**src/rtl/ahb_resp_mux.sv**
```systemverilog
// AHB-Lite response multiplexer: registers the address-phase slave select into the
// data phase, muxes slave responses and answers unmapped selects with a two-cycle ERROR.
module ahb_resp_mux #(
   parameter int NUM_SLAVES   = 4,
   parameter int DATA_WIDTH   = 32,
   parameter int SEL_WIDTH    = 3,
   parameter int ERRCNT_WIDTH = 8
) (
   input  logic                             hclk,
   input  logic                             hreset,
   input  logic [SEL_WIDTH-1:0]             sel,
   input  logic [1:0]                       htrans,
   input  logic [NUM_SLAVES*DATA_WIDTH-1:0] hrdata_s,
   input  logic [NUM_SLAVES-1:0]            hreadyout_s,
   input  logic [NUM_SLAVES-1:0]            hresp_s,
   output logic [DATA_WIDTH-1:0]            hrdata,
   output logic                             hready,
   output logic                             hresp,
   output logic [ERRCNT_WIDTH-1:0]          err_count
);

   typedef enum logic [1:0] {
      DP_IDLE,
      DP_SLAVE,
      DP_ERR1,
      DP_ERR2
   } dp_state_t;

   // One extra bit so the bound still fits when every select value is mapped.
   localparam logic [SEL_WIDTH:0] NUM_SLAVES_W = (SEL_WIDTH + 1)'(NUM_SLAVES);

   dp_state_t                 dp_state;
   dp_state_t                 dp_state_next;
   logic [SEL_WIDTH-1:0]      ds_sel;
   logic [SEL_WIDTH-1:0]      ds_sel_next;
   logic [DATA_WIDTH-1:0]     slave_data [NUM_SLAVES];
   logic [DATA_WIDTH-1:0]     mux_data;
   logic                      mux_ready;
   logic                      mux_resp;
   logic                      sel_mapped;
   logic                      unused_ok;

   if (NUM_SLAVES < 1 || NUM_SLAVES > 2 ** SEL_WIDTH) begin : g_bad_param
      $error("ahb_resp_mux: NUM_SLAVES must be in 1..2**SEL_WIDTH");
   end

   for (genvar gi = 0; gi < NUM_SLAVES; gi++) begin : g_slice
      assign slave_data[gi] = hrdata_s[gi*DATA_WIDTH +: DATA_WIDTH];
   end

   assign sel_mapped = ({1'b0, sel} < NUM_SLAVES_W);
   assign unused_ok  = &{1'b0, htrans[0]};

   always_comb begin
      mux_data  = '0;
      mux_ready = 1'b1;
      mux_resp  = 1'b0;
      for (int k = 0; k < NUM_SLAVES; k++) begin
         if (ds_sel == SEL_WIDTH'(k)) begin
            mux_data  = slave_data[k];
            mux_ready = hreadyout_s[k];
            mux_resp  = hresp_s[k];
         end
      end
   end

   always_comb begin
      hrdata = '0;
      hready = 1'b1;
      hresp  = 1'b0;
      case (dp_state)
         DP_IDLE: begin
            hready = 1'b1;
         end
         DP_SLAVE: begin
            hrdata = mux_data;
            hready = mux_ready;
            hresp  = mux_resp;
         end
         DP_ERR1: begin
            hready = 1'b0;
            hresp  = 1'b1;
         end
         DP_ERR2: begin
            hready = 1'b1;
            hresp  = 1'b1;
         end
         default: begin
            hready = 1'b1;
         end
      endcase
   end

   // ERR1 always advances; otherwise a new address phase is taken only when hready is high.
   always_comb begin
      dp_state_next = dp_state;
      ds_sel_next   = ds_sel;
      if (dp_state == DP_ERR1) begin
         dp_state_next = DP_ERR2;
      end else if (hready) begin
         if (!htrans[1]) begin
            dp_state_next = DP_IDLE;
         end else if (sel_mapped) begin
            dp_state_next = DP_SLAVE;
            ds_sel_next   = sel;
         end else begin
            dp_state_next = DP_ERR1;
         end
      end
   end

   always_ff @(posedge hclk or posedge hreset) begin
      if (hreset) begin
         dp_state <= DP_IDLE;
         ds_sel   <= '0;
      end else begin
         dp_state <= dp_state_next;
         ds_sel   <= ds_sel_next;
      end
   end

   always_ff @(posedge hclk or posedge hreset) begin
      if (hreset) begin
         err_count <= '0;
      end else if (hready && hresp && (err_count != {ERRCNT_WIDTH{1'b1}})) begin
         err_count <= err_count + ERRCNT_WIDTH'(1);
      end
   end

endmodule

```
**config.mk**
```make
export PLATFORM = sky130hd
export DESIGN_NAME = ahb_resp_mux
export DESIGN_NICKNAME = d
export VERILOG_FILES = /design/src/rtl/ahb_resp_mux.sv
export SDC_FILE = /design/constraint.sdc
export NUM_CORES = 1
export LEC_CHECK = 0
export CAP_MARGIN = 25
export CORE_MARGIN = 2
export CORE_UTILIZATION = 29
export CTS_CLUSTER_DIAMETER = 80
export DETAILED_ROUTE_END_ITERATION = 8
export GPL_TIMING_DRIVEN = 0
export PLACE_DENSITY = 0.82
export SLEW_MARGIN = 40
export SYNTH_ARGS = -nofsm -noshare
export SYNTH_HDL_FRONTEND = slang
export SYNTH_SLANG_ARGS = --single-unit
```
**constraint.sdc**
```tcl
create_clock -name hclk -period 2.9 [get_ports hclk]
set_input_delay 0.29 -clock hclk [delete_from_list [all_inputs] [get_ports hclk]]
set_output_delay 0.29 -clock hclk [all_outputs]
set_load 0.02 [all_outputs]
```
==> flow_metrics.py <==
metrics = {
    "power_and_ir_drop": {
        "combPwrFrac_pct": 84.7,
        "internal_power_uw": 1607,
        "sw_frac_of_total_pct": 48.22,
        "p_switching_uw": 1496,
        "vdd_drop_max_mv": 0.5546,
        "p_per_area_nw_per_um2": 847.6,
        "power_frac_seq_pct": 10.0,
        "power.leakage_uw": 0.001384,
        "clkPwrFrac_pct": 5.3,
        "finalPower_uw": 3103,
    },
    "sta": {
        "slew_viol_final": 0,
        "fin_tns_setup_ns": 0,
        "fin_skew_ns": 0.004159,
        "holdWs_ns": 0.3684,
        "maxSlewHeadroom_pct": 61.17,
        "rsz0062_at_grt": "false",
        "setup_viol": 0,
        "layout_min_cycle_time_ns": 2.694,
        "fin_crit_sh_pct": 92.91,
        "hold_violations": 0,
        "clock.fmax_mhz": 371.1,
        "worst_slew_pin_slew_ns": 0.5825,
    },
    "global_route": {
        "antenna_found_initial": 0,
        "busiest_layer": "met2",
        "use_met2_pct": 43.50,
        "use_met1_pct": 25.24,
        "grt_pass1_vias": 2417,
        "grt_pass1_wl_um": 11610,
        "met3_usage_pct": 4.944,
        "grt_usage_pct": 23.09,
        "grt_max_degree": 14,
        "overflow": 0,
    },
    "floorplan": {
        "die-area_sq_um": 6438,
        "start_util_pct": 30.24,
        "fp.dieH_um": 80.24,
        "num_io_pins": 185,
        "die_w_um": 80.24,
        "rows": 27,
        "core-area_sq_um": 5574,
    },
    "clock_network": {
        "clockBufferDepth": 2,
        "clk-insertion-delay-late_ns": 0.24,
        "cts.sinks": 13,
        "root_buffer": "clkbuf_8",
        "cts_resized": 1,
        "cts_tree": "yes",
        "numCtsBuffers": 3,
        "postCtsSetupBuffers": 0,
        "h-tree-depth": 1,
        "clk_pin_slew_ns": 0.06,
        "cts_hold_buf": 0,
    },
    "worst_setup_path": {
        "cp-end-kind": "primary output",
        "path_delay_family": "buffers and inverters",
        "cpMaxStageDelayCell": "clkdlybuf4s50_1",
        "critPathLaunchType": "flip-flop",
        "crit_fanout": 10,
        "path_buf_inv": 3,
        "crit_chain": "inv_1 -> ha_1 -> nor2b_2 -> clkbuf_2 -> o21ai_0 -> nor2_1 -> clkdlybuf4s50_1",
        "required_ns": 2.61,
        "cpPeakStageDelay_ns": 0.64,
        "path_class": "reg2out",
        "arrival_ns": 2.40,
    },
    "worst_hold_path": {
        "hold_class": "in2async",
    },
    "yosys": {
        "syn_nets": 360,
        "ys_ff_latch": 13,
        "synthDistinctLibCells": 31,
        "async_reset_ff_share_pct": 100.0,
        "avgSynthCellArea_sq_um": 7.950,
        "ys.flop_type": "dfrtp_1",
        "ys.warnings.count": 0,
        "synth_top_area_share_pct": 23.39,
        "synth_area_leader_cell": "mux2_2",
        "syn-instance-count": 212,
        "synth-seq-area-share_pct": 19.30,
        "yosysMostFrequentCell": "mux2_2",
        "syn-cell-area_sq_um": 1685,
        "synthTopCellsByCount": "mux2_2 (35), nor2_1 (33), o21ai_0 (32), o22ai_1 (32), dfrtp_1 (13)",
        "ys_top_cells_by_area": "mux2_2 (23%), dfrtp_1 (19%), o22ai_1 (12%), o21ai_0 (9.5%), nor2_1 (7.3%)",
        "synth-edff-count": 0,
    },
    "route": {
        "wl_per_cell_um": 16.78,
        "wirelength_um": 7904,
        "drt_iter0_markers": 89,
        "ant_nets": 0,
        "viasPerCell": 5.108,
        "dr.pass1.iters": 4,
        "num_vias": 2406,
        "drc": 0,
    },
    "place": {
        "place_area_sq_um": 3607,
        "gp_congestion": 0.8635,
        "place.detailed.hpwl_um": 6477,
        "port_buffers": 183,
    },
    "finish": {
        "syn_to_final_growth_pct": 117.2,
        "drive_gt1_share_pct": 12.53,
        "final_area_sq_um": 3661,
        "finish.utilization_pct": 65.68,
        "diodes": 0,
        "finalNetCount": 548,
    },
    "job": {
        "max_cap_viol_count": 0,
    },
    "outcome": {
        "outcome": "finished clean",
    },
}
[path summary, 6_finish.rpt]
path / from / to / slack [ns] / cells past startpoint
min reg2reg: err_count[5] / err_count[5] / 0.49 / 1
max: dp_state[1] / hrdata[7] / 0.21 / 7
min in group hclk: err_count[5] / err_count[5] / 0.49 / 1
max reg2reg: dp_state[0] / ds_sel[0] / 0.52 / 7
min: hreset / err_count[4] / 0.37 / 2
max in group asynchronous: hreset / dp_state[1] / 2.20 / 2
[sequential cells by signal (all words and copies together) (netlist names)]
name,flops
dp_state,2
ds_sel,3
err_count,8
[cell usage in the layout, fill, tap and decap left out, drive strengths merged, types with 4 or more instances in the layout]
master and instances:
xnor2 5, nand4 4, nor2 33, dfrtp 13, o22ai 32, mux2 37
clkbuf 16, buf 6, nand3 4, ha 5, o21ai 33, clkdlybuf4s50 182
inv 4
[per-stage QoR]
step,instances,setup slack (ns)
2_1_floorplan,212,0.5836
3_3_place_gp,467,0.2727
3_5_place_dp,467,0.2545
4_1_cts,471,0.04309
5_1_grt,471,0.04927
6_report,471,0.2056
[logic make-up (layout without fill, tap and decap cells)]
| family | after synthesis | count (layout) | share of synthesized area, % |
|---|---|---|---|
| muxes | 39 | 39 | 26.65 |
| buffers and inverters | 22 | 209 | 5.567 |
| and+or+nand+nor | 56 | 56 | 15.74 |
| AOI/OAI and AO/OA | 72 | 72 | 26.43 |
| DFF | 13 | 13 | 19.30 |
| xor gates and xnor gates | 5 | 5 | 2.598 |
| adders and majority gates | 5 | 5 | 3.712 |
[power groups by stage]
stage	clock (uW)	combinational, uW	sequential (uW)
after floorplan	0	1560	349
after global placement	0	2580	309
after detailed placement	0	2620	314
after CTS	166	2630	312
after global routing	172	2830	320
final	163	2630	312
[per-layer routing]
| layer | up-vias | part of all wire, % |
|---|---|---|
| li1 | 1168 | - |
| met1 | 1112 | 38 |
| met2 | 108 | 51 |
| met3 | 18 | 8.3 |
| met4 | 0 | 3.3 |
| met5 | - | 0 |
[area by class of cell]
class                           instances  area, sq um
Clock buffer                            4        45.04
Tap cell                               72        90.09
Fill cell                             489         1913
Buffer                                 18        82.58
Sequential cell                        13        325.3
Inverter                                4        15.01
Timing Repair Buffer                  183         1834
Multi-Input combinational cell        177         1269
No activity file was read; power rests on OpenSTA's default activity.
